### config.mk
export PLATFORM = sky130hd
export DESIGN_NAME = pc_fetch_unit
export DESIGN_NICKNAME = d
export VERILOG_FILES = /design/src/rtl/mips_fetch_pkg.sv /design/src/rtl/pc_target_check.sv /design/src/rtl/pc_fetch_unit.sv
export SDC_FILE = /design/constraint.sdc
export NUM_CORES = 1
export LEC_CHECK = 0
export ABC_AREA = 1
export CAP_MARGIN = 5
export CORE_AREA = 5 5 112 93
export DETAILED_ROUTE_END_ITERATION = 6
export DIE_AREA = 0 0 117 98
export GPL_ROUTABILITY_DRIVEN = 1
export PLACE_DENSITY_LB_ADDON = 0.2
export RECOVER_POWER = 25
export SLEW_MARGIN = 0
export SYNTH_ARGS = -nofsm -noshare
export SYNTH_HDL_FRONTEND = slang
export SYNTH_SLANG_ARGS = --single-unit
### constraint.sdc
create_clock -name clk -period 1.6 [get_ports clk]
set_input_delay 0.32 -clock clk [delete_from_list [all_inputs] [get_ports clk]]
set_output_delay 0.32 -clock clk [all_outputs]
set_load 0.1 [all_outputs]
### src/rtl/mips_fetch_pkg.sv
// Shared fetch-side types and program-window constants for the MIPS fetch path.
// Also consumed by the program-memory address decoder.
package mips_fetch_pkg;

  typedef enum logic [1:0] {
    BOOT  = 2'd0,
    RUN   = 2'd1,
    FAULT = 2'd2
  } fetch_state_t;

  localparam logic [31:0] PROG_BASE_ADDR = 32'h0000_31B0;
  localparam logic [31:0] PROG_END_ADDR  = 32'h0000_35AF;
  localparam logic [31:0] PROG_LAST_WORD = PROG_END_ADDR - 32'd3;

endpackage

### src/rtl/pc_target_check.sv
// Combinational legality check and word alignment for one redirect target.
// With FETCH_ALIGN_CHECK_EN defined, misaligned targets are illegal; otherwise the low bits are cleared.
module pc_target_check #(
  parameter int                ADDR_W    = 32,
  parameter logic [ADDR_W-1:0] BASE_ADDR = 32'h0000_31B0,
  parameter logic [ADDR_W-1:0] LAST_WORD = 32'h0000_35AC
) (
  input  logic [ADDR_W-1:0] target,
  output logic              legal,
  output logic [ADDR_W-1:0] aligned
);

  logic in_range;

`ifdef FETCH_ALIGN_CHECK_EN
  always_comb begin
    aligned  = target;
    in_range = (target >= BASE_ADDR) && (target <= LAST_WORD);
    legal    = in_range && (target[1:0] == 2'b00);
  end
`else
  // Low bits are dropped before the range check, so misalignment alone never faults.
  always_comb begin
    aligned  = target & ~ADDR_W'(3);
    in_range = (aligned >= BASE_ADDR) && (aligned <= LAST_WORD);
    legal    = in_range;
  end
`endif

endmodule

### src/rtl/pc_fetch_unit.sv
// Program counter / fetch sequencer: BOOT -> RUN, sequential fetch with wrap, stall, jump/branch redirect.
// Optional build macro FETCH_ALIGN_CHECK_EN makes misaligned redirect targets fault (see pc_target_check).
module pc_fetch_unit
  import mips_fetch_pkg::*;
#(
  parameter int                ADDR_W    = 32,
  parameter logic [ADDR_W-1:0] BASE_ADDR = PROG_BASE_ADDR,
  parameter logic [ADDR_W-1:0] END_ADDR  = PROG_END_ADDR
) (
  input  logic              clk,
  input  logic              rst,
  input  logic              stall,
  input  logic              jump,
  input  logic [ADDR_W-1:0] jump_target,
  input  logic              branch_taken,
  input  logic [ADDR_W-1:0] branch_target,
  output logic [ADDR_W-1:0] pc_out,
  output logic [ADDR_W-1:0] pc_plus4,
  output logic              fetch_valid,
  output logic              wrapped,
  output logic              fault,
  output fetch_state_t      fetch_state
);

  localparam logic [ADDR_W-1:0] LAST_WORD = END_ADDR - ADDR_W'(3);

  // fetch_valid qualifies pc_out for the current cycle only; the consumer never
  // back-pressures it, it holds the PC by raising stall instead.

  fetch_state_t      state_q, state_d;
  logic [ADDR_W-1:0] pc_q, pc_d;
  logic              wrap_q, wrap_d;
  logic              jump_legal, branch_legal;
  logic [ADDR_W-1:0] jump_aligned, branch_aligned;
  logic [ADDR_W-1:0] seq_pc;
  logic              at_last;

  pc_target_check #(
    .ADDR_W   (ADDR_W),
    .BASE_ADDR(BASE_ADDR),
    .LAST_WORD(LAST_WORD)
  ) u_jump_check (
    .target (jump_target),
    .legal  (jump_legal),
    .aligned(jump_aligned)
  );

  pc_target_check #(
    .ADDR_W   (ADDR_W),
    .BASE_ADDR(BASE_ADDR),
    .LAST_WORD(LAST_WORD)
  ) u_branch_check (
    .target (branch_target),
    .legal  (branch_legal),
    .aligned(branch_aligned)
  );

  assign at_last = (pc_q == LAST_WORD);
  assign seq_pc  = at_last ? BASE_ADDR : (pc_q + ADDR_W'(4));

  always_ff @(posedge clk or negedge rst) begin
    if (!rst) begin
      state_q <= BOOT;
      pc_q    <= BASE_ADDR;
      wrap_q  <= 1'b0;
    end else begin
      state_q <= state_d;
      pc_q    <= pc_d;
      wrap_q  <= wrap_d;
    end
  end

  always_comb begin
    state_d = state_q;
    pc_d    = pc_q;
    wrap_d  = 1'b0;
    case (state_q)
      BOOT: state_d = RUN;
      RUN: begin
        // Targets are not evaluated while stalled, so a stalled illegal redirect cannot fault.
        if (stall) begin
          pc_d = pc_q;
        end else if (jump) begin
          if (jump_legal) pc_d = jump_aligned;
          else            state_d = FAULT;
        end else if (branch_taken) begin
          if (branch_legal) pc_d = branch_aligned;
          else              state_d = FAULT;
        end else begin
          pc_d   = seq_pc;
          wrap_d = at_last;
        end
      end
      FAULT:   state_d = FAULT;
      default: state_d = FAULT;
    endcase
  end

  assign pc_out      = pc_q;
  assign pc_plus4    = seq_pc;
  assign fetch_valid = (state_q == RUN);
  assign fault       = (state_q == FAULT);
  assign wrapped     = wrap_q;
  assign fetch_state = state_q;

endmodule

==> results of run 1 <==
## metrics by stage
step                util [%]  cell area [um^2]  hold slack [ns]  instances
floorplan                  -              4080           0.0244        636
global placement        81.0              7520            0.519       1045
detailed placement      81.0              7520            0.527       1045
CTS                     96.5              8960            0.426       1138
## synthesized netlist by cell type, types with 2 or more instances
library cell  count
buf_6             4
nand2_1         234
nand3_2           3
a21oi_1           2
xnor2_1           3
clkbuf_1          4
nand3_4           2
nor2_4            3
buf_4             4
nand4_1          20
nand3_1          64
o21ai_0          11
xor2_1            2
inv_1            98
nor3_1            4
dfstp_2           6
nor2_2            8
dfrtp_1          29
buf_2             6
a22o_1            3
nand4_2           2
a21o_1            5
nor3b_1           2
o22ai_1           8
nand2_2           6
o21bai_1         10
and2_1            3
nor2_1           78
## cells by family after synthesis
kind of cell             share of synthesized area [%]
AND/OR/NAND/NOR                                   52.1
adder cells (fa/ha/maj)                          0.344
buffers and inverters                             13.7
flip-flops                                        24.3
AO/OA/AOI/OAI                                     8.33
XOR/XNOR                                          1.20
## repair_timing
action | 4_1_cts
setup buffers | 83
pin swaps | 84
gates cloned | 5
setup endpoints to repair | 66
resized for setup | 219
==> impl_metrics.env, run 1 <==
export IMPL_status="aborted with a tool error"
export IMPL_stop_stage="global routing"
export IMPL_tool_error="[ERROR DPL-0038] Utilization greater than 100%, impossible to legalize"
export IMPL_synth_edf_count=0
export IMPL_initial_core_util_pct=39.1
export IMPL_pre_cts_ws_ns=-0.542
export IMPL_place_gp_congestion=0.971
export IMPL_postGrtWorstEndpoint="pc_plus4[20]"
export IMPL_numPortBuffers=133
export IMPL_ys_async_sr_fraction_pct=100
export IMPL_hold_buffers=0
export IMPL_cts_buffers=5
export IMPL_yosys_register_bits=35
export IMPL_syn_area_per_cell_um2=5.72
export IMPL_ios=138
export IMPL_yosysTopAreaCellShare_pct=24.2
export IMPL_die_h_um=98
export IMPL_syn_cell_area_um2=3640
export IMPL_cts_sinks=35
export IMPL_synth_cell_types=40
export IMPL_grt_max_degree=36
export IMPL_synth_area_leader_cell="nand2_1"
export IMPL_yosys_warnings=0
export IMPL_ys_flop_type="dfrtp_1"
export IMPL_htree_levels=2
export IMPL_endpoint_type="top-level output"
export IMPL_num_rows=32
export IMPL_root_buffer="clkbuf_16"
export IMPL_ys_seq_area_share_pct=24.3
export IMPL_die_w_um=117
export IMPL_cts_path_max_buffers=2
export IMPL_synthTopCellsByArea="nand2_1, dfrtp_1, inv_1, nand3_1, nor2_1"
export IMPL_synth_fp_nets=706
export IMPL_dp_hpwl_um=14500
export IMPL_synthCells=636
==> inputs of run 2 (changes only) <==
--- a/config.mk
+++ b/config.mk
@@ -7,11 +7,11 @@
 export LEC_CHECK = 0
 export ABC_AREA = 1
 export CAP_MARGIN = 5
-export CORE_AREA = 5 5 112 93
+export CORE_AREA = 5 5 117 119
 export DETAILED_ROUTE_END_ITERATION = 6
-export DIE_AREA = 0 0 117 98
+export DIE_AREA = 0 0 122 124
 export GPL_ROUTABILITY_DRIVEN = 1
-export PLACE_DENSITY_LB_ADDON = 0.2
+export PLACE_DENSITY_LB_ADDON = 0.15
 export RECOVER_POWER = 25
 export SLEW_MARGIN = 0
 export SYNTH_ARGS = -nofsm -noshare
==> constraint.sdc (replaced) <==
create_clock -name clk -period 2.1 [get_ports clk]
set_input_delay 0.42 -clock clk [delete_from_list [all_inputs] [get_ports clk]]
set_output_delay 0.42 -clock clk [all_outputs]
set_load 0.1 [all_outputs]
==> run 2 against run 1 <==
The flow now finishes, with violations (negative setup slack). Synthesized cell count unchanged. Synthesized area unchanged.
==> impl_metrics.env, run 2 <==
export IMPL_status="finished with violations"
export IMPL_violations="negative setup slack"
export IMPL_die_h_um=124
export IMPL_hold_buffers=0
export IMPL_synthCells=636
export IMPL_vias=4902
export IMPL_postLayoutCellArea_um2=7380
export IMPL_yosys_register_bits=35
export IMPL_numPortBuffers=133
export IMPL_syn_area_per_cell_um2=5.72
export IMPL_first_iter_violations=360
export IMPL_power_frac_clock_pct=30.2
export IMPL_rr_startpoint="pc_out[13]"
export IMPL_htree_levels=2
export IMPL_p_total_mw=2.53
export IMPL_die_area_um2=15100
export IMPL_tightest_slew_ns=0.929
export IMPL_yosysTopAreaCellShare_pct=24.2
export IMPL_sequentialPowerShare_pct=29.9
export IMPL_synth_fp_nets=706
export IMPL_vdd_drop_max_uv=252
export IMPL_min_from="pc_out[0]"
export IMPL_ff_latch_area_um2=963
export IMPL_insertedDiodeCount=0
export IMPL_dp_cells=999
export IMPL_min_period_ns=2.41
export IMPL_setup_violations=31
export IMPL_nets=938
export IMPL_fin_crit_sh_pct=115
export IMPL_initial_core_util_pct=29.2
export IMPL_ys_async_sr_fraction_pct=100
export IMPL_ys_flop_type="dfrtp_1"
export IMPL_hold_depth=2
export IMPL_arrival_ns=1.99
export IMPL_place_area_um2=6460
export IMPL_yosys_warnings=0
export IMPL_worstPathCellList="nand2_4 > nor2_4 > buf_6 > nand2_2 > nor2_2 > nand3_2 > nand2_2 > clkinvlp_4 > buf_12"
export IMPL_reg2reg_setup_slack_ns=-0.20
export IMPL_root_buffer="clkbuf_16"
export IMPL_num_rows=41
export IMPL_critPathSlowestCell="dfstp_4"
export IMPL_cts_tree="yes"
export IMPL_drive_gt1_share_pct=43.6
export IMPL_min_path_type="flip-flop to flip-flop"
export IMPL_worst_slack_ns=-0.308
export IMPL_layout_common_cells="nand2_1, buf_4, inv_1, clkdlybuf4s50_1, nor2_1"
export IMPL_p_per_area_nw_per_um2=342
export IMPL_synth_area_leader_cell="nand2_1"
export IMPL_timing_worst_setup_path_type="flip-flop to output pin"
export IMPL_pwr_share_comb_pct=39.9
export IMPL_core_area_um2=12500
export IMPL_synth_cell_types=40
export IMPL_critPathTopFamily="flip-flops"
export IMPL_place_gp_congestion=0.861
export IMPL_clk_pin_slew_ns=0.06
export IMPL_p_int_mw=1.54
export IMPL_ios=138
export IMPL_finalClockSkew_ns=0.00641
export IMPL_max_stage_delay_ns=0.65
export IMPL_fin_cells=1041
export IMPL_critPathCaptureType="output pin"
export IMPL_mostFrequentLayoutCell="nand2_1"
export IMPL_cts_buffers=5
export IMPL_fin_setup_tns_ns=-6.84
export IMPL_dp_hpwl_um=13100
export IMPL_clock_latency_ns=0.29
export IMPL_grtUsageTotal_pct=21.3
export IMPL_r2r_cells=15
export IMPL_relSlewSlack_pct=38.1
export IMPL_via_per_inst=4.71
export IMPL_synthTopCellsByArea="nand2_1, dfrtp_1, inv_1, nand3_1, nor2_1"
export IMPL_holdPathEnd="pc_out[0]"
export IMPL_post_drt_wl_per_cell_um=15.6
export IMPL_clock_fmax_ghz=0.415
export IMPL_netlist_top_cells_count="nand2_1, inv_1, nor2_1"
export IMPL_syn_cell_area_um2=3640
export IMPL_cts_path_max_buffers=2
export IMPL_grt_max_degree=36
export IMPL_firstDrtPassIters=5
export IMPL_nFillCells=1159
export IMPL_finalHoldViolCount=0
export IMPL_startpoint_type="flip-flop"
export IMPL_synth_most_common_cell="nand2_1"
export IMPL_rsz0062_at_grt="true"
export IMPL_pre_cts_ws_ns=-0.189
export IMPL_antenna_left=0
export IMPL_antenna_found_initial=0
export IMPL_power_leakage_nw=3.31
export IMPL_grt_overflow_total=0
export IMPL_grt_pass1_vias=4867
export IMPL_sw_frac_of_total_pct=38.9
export IMPL_cts_sinks=35
export IMPL_timing_final_max_slew_violations=0
export IMPL_area_growth_pct=103
export IMPL_r2r_end="pc_out[19]"
export IMPL_crit_top_cell="nand2_2"
export IMPL_largest_register_ffs=32
export IMPL_p_sw_mw=0.983
export IMPL_synth_edf_count=0
export IMPL_multi_input_comb_area_um2=2950
export IMPL_cap_violations=0
export IMPL_die_w_um=122
export IMPL_post_route_drc_count=0
export IMPL_crit_fanout=3
export IMPL_critPathBufInv=3
export IMPL_crit_required_ns=1.68
export IMPL_grt_pass1_wl_um=25000
export IMPL_wirelength_um=16200
export IMPL_ys_seq_area_share_pct=24.3
run 2: cell counts after synthesis:
Identical to the previous run, type by type.
run 2: layer usage:
| layer | part of all wire [%] | up-vias | GRT usage [%] |
|---|---|---|---|
| met4 | 1.1 | 0 | 5.32 |
| li1 | - | 2446 | - |
| met1 | 43 | 2268 | 27.8 |
| met2 | 48 | 176 | 36.5 |
| met3 | 7.3 | 12 | 3.86 |
| met5 | 0 | - | 0 |
run 2: repair_timing:
item | 4_1_cts | 5_1_grt
setup endpoints to repair | 29 | 34
pin swaps | 37 | 33
setup buffers | 20 | 14
hold endpoints to repair | 0 | 0
gates resized for setup | 83 | 45
run 2: worst max-delay path by stage:
stage | slack, ns | startpoint | cells past startpoint | endpoint
final | -0.31 | pc_out[13] | 9 | pc_plus4[19]
after global routing | -0.37 | pc_out[7] | 8 | pc_plus4[19]
after CTS | -0.29 | pc_out[4] | 8 | pc_plus4[28]
after detailed placement | -0.19 | jump_target[4] | 12 | fetch_state[0]
after global placement | -0.11 | jump_target[4] | 12 | fetch_state[0]
after floorplan | -0.24 | pc_out[4] | 5 | pc_plus4[12]
run 2: layout make-up:
cell class,count,share of cell area [%]
clock inverter,3,0.271
sequential,35,13.1
timing repair buffer,244,35.7
multi-input combinational,482,40.0
inverter,100,6.38
clock buffer,5,1.70
tap,172,2.92
run 2: tightest hold or removal path: stages, from the launching register on:
cell and delay [ns]:
dfrtp_2 0.41, nand2_1 0.06, nand2_1 0.05
run 2: through the flow:
step                util (%)  hold slack, ns
CTS                     56.9           0.552
floorplan                  -           0.124
finish                  59.2           0.555
detailed placement      51.8           0.536
global route            59.2           0.589
global placement        51.8           0.526
run 2: kinds of logic after synthesis:
logic type | count (synthesis) | synth area share [%]
AND/OR/NAND/NOR | 431 | 52.1
adder cells (fa/ha/maj) | 1 | 0.344
XOR/XNOR | 5 | 1.20
buffers and inverters | 119 | 13.7
AO/OA/AOI/OAI | 45 | 8.33
flip-flops | 35 | 24.3
run 2: power groups by stage:
stage | clock, mW | sequential, mW | combinational (mW)
3_3_place_gp | 0 | 0.763 | 0.962
5_1_grt | 0.786 | 0.759 | 1.06
6_report | 0.764 | 0.755 | 1.01
4_1_cts | 0.766 | 0.754 | 0.993
2_1_floorplan | 0 | 0.906 | 0.384
3_5_place_dp | 0 | 0.764 | 0.968
Note: power is estimated with default switching activity, not from simulation.
